### src/rtl/multicycle_ctrl.sv
// multicycle_ctrl: Moore control FSM for the multicycle datapath.
// Sequences fetch/decode/execute/writeback and counts retired instructions.
//
// Ports:
//   clk, reset_n       clock, synchronous active-low reset
//   op                 opcode from instruction register (read in DECODE)
//   mem_ready          memory handshake, access completes when 1
//   zero               ALU zero flag for BRANCH
//   pcwrite..alusrca   single-bit datapath strobes/selects
//   alusrcb, aluop     ALU operand B select and operation class
//   pcsrc              next-PC source select
//   halted, illegal    in HALT / HALT reached via illegal opcode (sticky)
//   instr_count        saturating retired-instruction counter
//   state              current state encoding (debug)
module multicycle_ctrl #(
    parameter int OP_W  = 3,
    parameter int CNT_W = 16
) (
    input  logic             clk,
    input  logic             reset_n,
    input  logic [OP_W-1:0]  op,
    input  logic             mem_ready,
    input  logic             zero,
    output logic             pcwrite,
    output logic             irwrite,
    output logic             iord,
    output logic             memwrite,
    output logic             regdst,
    output logic             memtoreg,
    output logic             regwrite,
    output logic             alusrca,
    output logic [1:0]       alusrcb,
    output logic [1:0]       aluop,
    output logic [1:0]       pcsrc,
    output logic             halted,
    output logic             illegal,
    output logic [CNT_W-1:0] instr_count,
    output logic [3:0]       state
);

    typedef enum logic [3:0] {
        FETCH  = 4'd0,
        DECODE = 4'd1,
        MEMADR = 4'd2,
        MEMRD  = 4'd3,
        MEMWB  = 4'd4,
        MEMWR  = 4'd5,
        EXEC   = 4'd6,
        ALUWB  = 4'd7,
        BRANCH = 4'd8,
        ADDIEX = 4'd9,
        ADDIWB = 4'd10,
        JUMP   = 4'd11,
        HALT   = 4'd12
    } state_t;

    state_t cur;
    state_t nxt;
    state_t dec_nxt;

    // Only the low three bits are kept: anything reaching MEMADR
    // is lw or sw, so the upper bits are known to be zero.
    logic [2:0] op_q;
    logic [2:0] lo;
    logic       hi_ok;
    logic       illegal_op;
    logic       retire;

    assign lo         = op[2:0];
    assign hi_ok      = ((op >> 3) == '0);
    assign illegal_op = !hi_ok || (lo == 3'b110);
    assign retire     = (nxt == FETCH) && (cur != FETCH);
    assign state      = cur;

    // Opcode decode; items are mutually exclusive.
    always_comb begin
        dec_nxt = HALT;
        unique case (1'b1)
            hi_ok && lo == 3'b000: dec_nxt = EXEC;
            hi_ok && lo == 3'b001: dec_nxt = MEMADR;
            hi_ok && lo == 3'b010: dec_nxt = MEMADR;
            hi_ok && lo == 3'b011: dec_nxt = BRANCH;
            hi_ok && lo == 3'b100: dec_nxt = ADDIEX;
            hi_ok && lo == 3'b101: dec_nxt = JUMP;
            default:               dec_nxt = HALT;
        endcase
    end

    always_comb begin
        nxt = cur;
        case (cur)
            FETCH:  nxt = mem_ready ? DECODE : FETCH;
            DECODE: nxt = dec_nxt;
            MEMADR: nxt = (op_q == 3'b001) ? MEMRD : MEMWR;
            MEMRD:  nxt = mem_ready ? MEMWB : MEMRD;
            MEMWR:  nxt = mem_ready ? FETCH : MEMWR;
            EXEC:   nxt = ALUWB;
            ADDIEX: nxt = ADDIWB;
            MEMWB:  nxt = FETCH;
            ALUWB:  nxt = FETCH;
            ADDIWB: nxt = FETCH;
            BRANCH: nxt = FETCH;
            JUMP:   nxt = FETCH;
            HALT:   nxt = HALT;
            default: nxt = FETCH;
        endcase
    end

    always_comb begin
        pcwrite  = 1'b0;
        irwrite  = 1'b0;
        iord     = 1'b0;
        memwrite = 1'b0;
        regdst   = 1'b0;
        memtoreg = 1'b0;
        regwrite = 1'b0;
        alusrca  = 1'b0;
        alusrcb  = 2'b00;
        aluop    = 2'b00;
        pcsrc    = 2'b00;
        halted   = 1'b0;
        case (cur)
            FETCH: begin
                alusrcb = 2'b01;
                irwrite = mem_ready;
                pcwrite = mem_ready;
            end
            DECODE: alusrcb = 2'b11;
            MEMADR: begin
                alusrca = 1'b1;
                alusrcb = 2'b10;
            end
            MEMRD: iord = 1'b1;
            MEMWB: begin
                regwrite = 1'b1;
                memtoreg = 1'b1;
            end
            MEMWR: begin
                iord     = 1'b1;
                memwrite = mem_ready;
            end
            EXEC: begin
                alusrca = 1'b1;
                aluop   = 2'b10;
            end
            ALUWB: begin
                regdst   = 1'b1;
                regwrite = 1'b1;
            end
            BRANCH: begin
                alusrca = 1'b1;
                aluop   = 2'b01;
                pcsrc   = 2'b01;
                pcwrite = zero;
            end
            ADDIEX: begin
                alusrca = 1'b1;
                alusrcb = 2'b10;
            end
            ADDIWB: regwrite = 1'b1;
            JUMP: begin
                pcsrc   = 2'b10;
                pcwrite = 1'b1;
            end
            HALT: halted = 1'b1;
            default: ;
        endcase
    end

    always_ff @(posedge clk) begin
        if (!reset_n) begin
            cur         <= FETCH;
            op_q        <= '0;
            illegal     <= 1'b0;
            instr_count <= '0;
        end else begin
            cur <= nxt;
            if (cur == DECODE) begin
                op_q <= lo;
            end
            // Halt opcode is legal, so it never sets the flag.
            if (cur == DECODE && illegal_op) begin
                illegal <= 1'b1;
            end
            if (retire && instr_count != '1) begin
                instr_count <= instr_count + CNT_W'(1);
            end
        end
    end

endmodule

### config.mk
export PLATFORM = sky130hd
export DESIGN_NAME = multicycle_ctrl
export DESIGN_NICKNAME = d
export VERILOG_FILES = /design/src/rtl/multicycle_ctrl.sv
export SDC_FILE = /design/constraint.sdc
export NUM_CORES = 1
export LEC_CHECK = 0
export ABC_AREA = 1
export CORE_MARGIN = 3
export CORE_UTILIZATION = 45
export DETAILED_ROUTE_END_ITERATION = 10
export HOLD_SLACK_MARGIN = 0.08
export PLACE_DENSITY = 0.76
export SLEW_MARGIN = 20
export SYNTH_ARGS = -nofsm -noshare
export SYNTH_HDL_FRONTEND = slang
export SYNTH_SLANG_ARGS = --single-unit
### constraint.sdc
create_clock -name clk -period 1.7 [get_ports clk]
set_input_delay 0.34 -clock clk [delete_from_list [all_inputs] [get_ports clk]]
set_output_delay 0.34 -clock clk [all_outputs]
set_load 0.05 [all_outputs]
# Yosys cells after proc, flatten, opt, wreduce, memory -nomap -nowiden
# Cells that the tools add are included.
# totals
inputBits,7
word_cells,55
ff_bits,24
output_inout_bits,36
# classes
reduce_logical,12
eq_ne,20
mux,18
addsub,1
# op_table
op,n
case mux 4 bit (8 select lines),1
"equality test 4 bit, second input constant",5
case mux 4 bit (5 select lines),1
"adder 16 x 1 -> 16 bit, second input constant",1
"equality test 4 x 3 -> 1 bit, second input constant",4
"inequality test 16 bit, second input constant",1
"equality test 3 bit, second input constant",3
two-way mux 1 bit,9
two-way mux 3 bit,3
"equality test 4 x 2 -> 1 bit, second input constant",2
zero test 4 bit,2
case mux 2 bit (2 select lines),2
"equality test 3 x 1 -> 1 bit, second input constant",2
"equality test 3 x 2 -> 1 bit, second input constant",2
case mux 2 bit (3 select lines),1
OR reduction 2 bit,3
"equality test 4 x 1 -> 1 bit, second input constant",1
nonzero test 4 bit,1
OR reduction 4 bit,1
logical AND 1 bit,3
zero test 3 bit,1
case mux 1 bit (3 select lines),1
OR reduction 3 bit,1

# Longest topological paths before layout
# depth
depth_word,7
depth_mapped,11
depth_no_buf,10

# Worst setup path before layout
# OpenSTA, ideal clock, no wires.
# synth_path
kind,register -> output
startpoint,"register cur[2], in the netlist state[2]"
endpoint,output regwrite
n_path_buf,0
arrival_time_ns,2.364
path_stages_with_launch,7
required_time_ns,1.360
slack_ns,-1.004
path_cell_list,dfxtp_1 > inv_1 > nor2_2 > inv_1 > nor2_1 > a21oi_1 > o21ai_0
# synth_between
elab_chain_len,3
word_cells_on_any_way,5
classes_between,3 x eq/ne; 1 x mux; 1 x reduce/logical
# synth_lines
item,line,source
"start, declared",57,state_t cur;
"start signal, assigned",177,cur <= nxt;
equality test 4 bit or equality test 4 x 3 -> 1 bit (tied branches),122,case (cur)
OR reduction 3 bit (no source line) *,-,
two-way mux 1 bit *,122,
"end, declared",30,"output logic regwrite,"
# Every way passes the cells marked *; elsewhere a longest branch is shown, timed or not.

# Final worst setup path
# layout_path
startpoint,"register cur[1], in the netlist state[1]"
endpoint,output regwrite
# The elaborated chain is that of the path after synthesis.

==> out/metrics.cfg <==
[synthesis]
netlist_area_um2=1790
yosys_warnings=0
ys_seq_elements=24
syn_avg_cell_area_um2=7.21
syn_inst=248
syn_nets=256
ys_seq_area_share_pct=26.9
ys_types=29

[run_status]
violations=negative setup slack
status=finished, violations left

[power_and_ir_drop]
combPwrFrac_pct=56.3
powerDensity_nw_per_um2=873
pwr-share-seq_pct=24.4
p_int_mw=1.55
vdd_drop_max_v=0.000679
p_total_mw=2.65
switching_share_pct=41.7
switchingPower_mw=1.10
leakagePower_nw=1.27
clkPwrFrac_pct=19.3

[layout]
fill_cells=220
post-route-util_pct=81.1
final_layout_size_suffix_gt1_share_pct=59.6
fin_nets=336
final_cell_area_um2=3040
syn_to_final_growth_pct=69.7
antenna_cells=0

[floorplanning]
core_area_um2=3740
start_util_pct=47.8
rows=22
fp.dieH_um=69.1
num_io_pins=43
die_w_um=69.1
dieArea_um2=4770

[detailed_routing]
drtIter0Drc=93
routed_wl_mm=5.71
first_pass_iters=4
via_per_inst=5.11
antenna_violating_nets_post_route=0
post-route-drc-count=0
wire_per_inst_um=15.2
via_count=1916

[global_route]
grt.overflow.total=0
grt_usage_pct=20.8
grt_util_met1_pct=28.1
first_global_vias=1754
grt_busiest_layer=met2
met3_usage_pct=3.50
grt_use_met2_pct=33.6
grt_pass1_wl_mm=8.26
antenna_found_initial=0
grt_max_degree=16

[timing]
setup_tns_ns=-0.296
tightest_slew_ns=0.296
rsz0062_at_grt=true
post-route-period-util_pct=104
final_max_slew_viol_count=0
hold_viol=0
finalWorstSetupSlack_ns=-0.0705
relSlewSlack_pct=80.2
setup_viol=7
period_minus_slack_ns=1.77
worst_clock_skew_ns=0.00830
clock.fmax_ghz=0.565

[place]
dp_hpwl_mm=3.59
place.gp.congestion=0.897
placed_area_um2=2600
port_buffers=42

[clock_network]
clkLatencyLatePin_ns=0.28
cts_tree=done
ctsLongestPathBuffers=2
htreeDepth=1
cts_sinks=24
clk_pin_slew_ns=0.08
cts_root_buf=clkbuf_8
numCtsBuffers=3

[setup_path]
worstPathRequired_ns=1.36
max_stage_delay_ns=0.39
worstSetupPathType=flop to output port
path_max_fanout=5
worstPathArrival_ns=1.43
crit_path_top_delay_cell=dfxtp_4
cp_cell_sequence=nand2_2 > buf_4 > nor2_4 > a21oi_1 > o21ai_2 > buf_12
cp-end-kind=output port
critPathLaunchType=flop

[worst_hold_path]
hp-class=flop to flop

[job]
drv_cap=0

-- sequential cells by signal (all words and copies together) (netlist names) --
signal       flops
instr_count     16
state            4
op_q             3
illegal          1
-- routing by layer --
| metal | vias up | wire length (µm) |
|---|---|---|
| met4 | 0 | 218 |
| met2 | 61 | 2860 |
| met5 | - | 0 |
| li1 | 955 | - |
| met1 | 883 | 2380 |
| met3 | 17 | 252 |
-- layout make-up --
cell class / count / area, µm² / area share, %
Clock buffer: 3 / 41.3 / 1.36
Tap cell: 48 / 60.1 / 1.98
Multi-Input combinational cell: 191 / 1400 / 46.2
Clock inverter: 1 / 30.0 / 0.989
Timing Repair Buffer: 81 / 880 / 29.0
Inverter: 27 / 109 / 3.58
Sequential cell: 24 / 513 / 16.9
-- power by group through the flow --
stage / logic, mW / registers [mW] / clock network [mW]
global route: 1.56 / 0.650 / 0.547
global placement: 1.15 / 0.652 / 0
detailed placement: 1.16 / 0.653 / 0
finish: 1.49 / 0.647 / 0.511
CTS: 1.24 / 0.645 / 0.520
floorplan: 0.710 / 0.717 / 0
-- worst max-delay path, delay by kind of cell (launching register included) --
family / cells / cell delay (ns)
flip-flops: 1 / 0.39
AO/OA/AOI/OAI: 2 / 0.29
buffers and inverters: 2 / 0.30
AND/OR/NAND/NOR: 2 / 0.18
-- final timing paths --
path | from | end | slack, ns | cells past startpoint
worst max-delay path | state[1] | regwrite | -0.07 | 6
worst min-delay path | op_q[0] | op_q[0] | 0.48 | 2
worst max register to register | state[3] | instr_count[2] | 0.02 | 11
worst min register to register | op_q[0] | op_q[0] | 0.48 | 2
-- repair_timing --
action                     CTS  global route
cloned                       0             1
pin swaps                    6            15
gates resized for setup     24            33
buffers inserted             8             8
hold buffers                 0             0
setup endpoints to repair   25            29
-- stage by stage --
stage	hold WS (ns)	cells	setup slack [ns]
floorplan	0.444	248	-0.0393
global placement	0.458	354	-0.259
detailed placement	0.470	354	-0.309
CTS	0.481	366	-0.0304
global route	0.514	375	-0.109
finish	0.478	375	-0.0705
-- cell usage after synthesis --
library cell,instances,share of area [%]
nor2_4,3,1.9
nand3b_1,1,0.42
nor2_8,2,2.2
nand2_1,42,8.8
nand3_2,11,6.2
nand2_4,5,3.1
o21ai_0,3,0.84
buf_4,1,0.42
nor2_1,32,6.7
xor2_1,9,4.4
nor2_2,10,3.5
nand3_1,20,5.6
buf_12,1,1.1
a21oi_1,14,3.9
xnor2_1,3,1.5
nand3_4,1,0.98
nor3_1,4,1.1
o21ai_2,1,0.49
a21oi_2,10,4.9
a211o_1,1,0.49
buf_8,1,0.84
buf_6,1,0.63
inv_2,3,0.63
clkbuf_1,2,0.42
ha_1,1,0.70
inv_1,24,5.0
nand2_2,15,5.2
nand4_1,3,1.0
dfxtp_1,24,27
-- cells in the final DEF (no fill, tap or decap), drive strengths merged --
cell type	netlist	routed
dfxtp	24	24
xor2	9	9
a211o	1	1
nand2	62	62
a21oi	24	24
nor3	4	4
nand3	32	32
o21ai	4	4
inv	27	25
buf	4	74
clkbuf	2	4
nand3b	1	1
xnor2	3	3
dlygate4sd2	0	4
nor2	47	47
ha	1	1
bufinv	0	1
clkinvlp	0	2
clkdlybuf4s50	0	2
nand4	3	3
-- logic make-up after synthesis --
logic type               after synthesis  share of synthesized area [%]
AO/OA/AOI/OAI                         29                           10.6
XOR/XNOR                              12                           5.87
adder cells (fa/ha/maj)                1                          0.699
buffers and inverters                 33                           9.09
flip-flops                            24                           26.9
AND/OR/NAND/NOR                      149                           46.9
(Power assumes the default switching activity.)
==> variant: new RTL, same flow settings <==
Register the output `instr_count` once more, without a reset; this adds one clock of latency there. The other outputs are not delayed to match.
--- a/src/rtl/multicycle_ctrl.sv
+++ b/src/rtl/multicycle_ctrl.sv
@@ -54,4 +54,6 @@
         HALT   = 4'd12
     } state_t;
+
+    logic [CNT_W-1:0] instr_count_s0;
 
     state_t cur;
@@ -173,5 +175,5 @@
             op_q        <= '0;
             illegal     <= 1'b0;
-            instr_count <= '0;
+            instr_count_s0 <= '0;
         end else begin
             cur <= nxt;
@@ -183,10 +185,14 @@
                 illegal <= 1'b1;
             end
-            if (retire && instr_count != '1) begin
-                instr_count <= instr_count + CNT_W'(1);
+            if (retire && instr_count_s0 != '1) begin
+                instr_count_s0 <= instr_count_s0 + CNT_W'(1);
             end
         end
     end
 
+    always_ff @(posedge clk) begin
+        instr_count <= instr_count_s0;
+    end
+
 endmodule
 
Formal check against the unedited RTL: not equivalent (Yosys sat finds a counterexample within 4 cycles, from zero or initial values and one cycle with reset_n low).
==> variant against the original RTL <==
Fmax shrank 2.5%; largest power group unchanged; synthesized cell count is 7.7% higher; register-to-register slack worse by 70 ps; global-route usage rose by 1.2 points; wire length grew 6.5%; critical path type unchanged; area after synthesis increased by 14%; clock power grew 21%; clock skew increased by 6.8 ps; sequential cell count grew 16; via count rose by 9.7%; power increased by 11%; worst setup slack got worse by 46 ps; cell area is 7.3% higher; first-iteration DRC count increased by 58%; the run still ends with setup timing left.
==> variant: results (changes against the original RTL) <==
- Vias: 2101 (+9.7%)
- Failing checks: setup timing
- Drt wl/cell: 15.2 um (-0.43%)
- Clk Latency, worst-skew pair: 300 ps (+20 ps)
- CTS Hold Bufs: 0 (unchanged)
- Top cell family by delay on the critical path: flip-flops
- Final Net Count: 358 (+6.5%)
- Port bufs: 42 (unchanged)
- Post-DP HPWL: 3.71 mm (+3.3%)
- Largest net degree at the start of global routing: 15 (-1)
- Worst slack, placed: -452 ps (-144 ps)
- Peak VDD IR: 0.653 mV (-3.7%)
- Antenna diodes: 0 (unchanged)
- Worst path slowest cell: dfxtp_4
- Clock Tree Buf Depth: 2 (unchanged)
- DP Area: 2810 um2 (+8.3%)
- TritonRoute pass-1 iters: 4 (unchanged)
- GR Util met1: 27.6% (-0.52 points)
- Ranking of synthesized cells by area: dfxtp_1 39%, nand2_1 8.8%, nor2_1 5.5%
- Synth Flop Type: dfxtp_1
- Status: finished with violations
- Register area share after synthesis: 39.2% (+12 points)
- Total Routing Usage GR: 22.1% (+1.2 points)
- Critical path arrival: 1480 ps (+50 ps)
- Asr flop ratio synth: 0% (unchanged)
- Rel. slew slack: 80.5% (+0.24 points)
- Syn_nets: 275 (+7.4%)
- Number of global-route vias before repair: 1962 (+12%)
- Area Growth Syn to Fin: 59.4%
- CTS clk-pin slew, worst paths: 80 ps (about the same)
- H-tree depth: 2 (+1)
- Root Buffer: clkbuf_8
- Sw Share: 38.9% (-2.8 points)
- Placer Congestion: 0.871 (-2.9%)
- Final setup vio count: 23 (+16)
- Crit-path max cell delay: 390 ps (about the same)
- GRT met3 Usage: 4.38% (+0.88 points)
- Share of cells above drive strength 1: 50.7% (-8.9 points)
- Most frequent cells after synthesis: 48 x nand2_1, 40 x dfxtp_1, 30 x nor2_1
- Leakage power: 1.38 nW (+8.2%)
- Synth warnings: 0 (unchanged)
- Max-cap violations: 0 (unchanged)
- HP Class: register to register
- Fin worst setup slack: -116 ps (-45.8 ps)
- Synth cell types: 30 (+3.4%)
- Initial DRC count: 147 (+58%)
- Initial antenna violation count: 0 (unchanged)
- First-pass GRT wire length: 9.12 mm (+10%)
- Layout fillers: 286 (+30%)
- Met2 Track Usage GR: 36.8% (+3.3 points)
- Max FO, Critical Path: 6 (+1)
- Worst Clk Skew: 15.1 ps (+6.78 ps)
- TritonCTS Buffers: 5 (+2)
[variant: cell types whose count changed after synthesis, moves of 3 or more]
cell | unedited run | this run
dfxtp_1 | 24 | 40
nand4_1 | 3 | 16
nand2_4 | 5 | 1
nand2_1 | 42 | 48
nor2_4 | 3 | 6
nand3_2 | 11 | 2
nand3_1 | 20 | 14
inv_2 | 3 | 7
[variant: layout make-up]
cell class / count / area share, %
clock buffer: 6 / 2.23
multi-input combinational: 190 / 39.6
sequential: 40 / 25.0
inverter: 31 / 4.03
timing repair buffer: 82 / 26.8
clock inverter: 2 / 0.384
tap: 50 / 1.92
[variant: stage by stage]
stage | std cells | total power, W | TNS [ps]
global placement | 375 | 0.00204 | -6340
finish | 401 | 0.00295 | -1070
global route | 401 | 0.00308 | -2670
CTS | 395 | 0.00281 | -262
floorplan | 267 | 0.00171 | -1070
detailed placement | 375 | 0.00206 | -6960
[variant: worst paths after layout]
check	slack, ps	depth (start not counted)	start	endpoint
setup / recovery	-120	5	state[1]	pcwrite
hold / removal	400	0	instr_count_s0[7]	instr_count[7]
setup reg to reg	-50	11	state[0]	instr_count_s0[11]
hold reg to reg	400	0	instr_count_s0[7]	instr_count[7]
[variant: worst reg2reg max path, stage by stage (launching register included)]
cell and delay [ps]:
dfxtp_4 380, inv_4 80, nor2_4 50, buf_12 130
nand3_2 50, nand2_2 70, nor2_4 130, nand2_2 80
nor2_4 260, nand3_4 230, nand2_2 130, a21oi_2 50
[variant: cell families after synthesis]
group                      after synthesis  synth area share, %
DFF                                     40                 39.2
and+or+nand+nor                        149                 38.3
AOI/OAI and AO/OA                       28                 8.69
xor gates and xnor gates                11                 4.71
adders and majority gates                1                0.612
buffers and inverters                   38                 8.51
[variant: repair_timing]
item                                    4_1_cts  5_1_grt
buffers inserted                             10        6
cloned                                        2        0
pin swaps                                    11       31
gates resized for setup                      30       40
endpoints found under the setup margin       26       27
[variant: routing by layer]
layer / vias up / wire (um)
met2: 82 / 3190
li1: 1033 / -
met5: - / 0
met4: 0 / 129
met3: 11 / 405
met1: 975 / 2360
[variant: power by group through the flow]
| stage | logic, W | registers (W) | clock network, W |
|---|---|---|---|
| global placement | 0.00101 | 0.00104 | 0 |
| detailed placement | 0.00102 | 0.00104 | 0 |
| finish | 0.00131 | 0.00102 | 0.000619 |
| global route | 0.00138 | 0.00103 | 0.000668 |
| floorplan | 0.000604 | 0.00111 | 0 |
| CTS | 0.00117 | 0.00102 | 0.000630 |
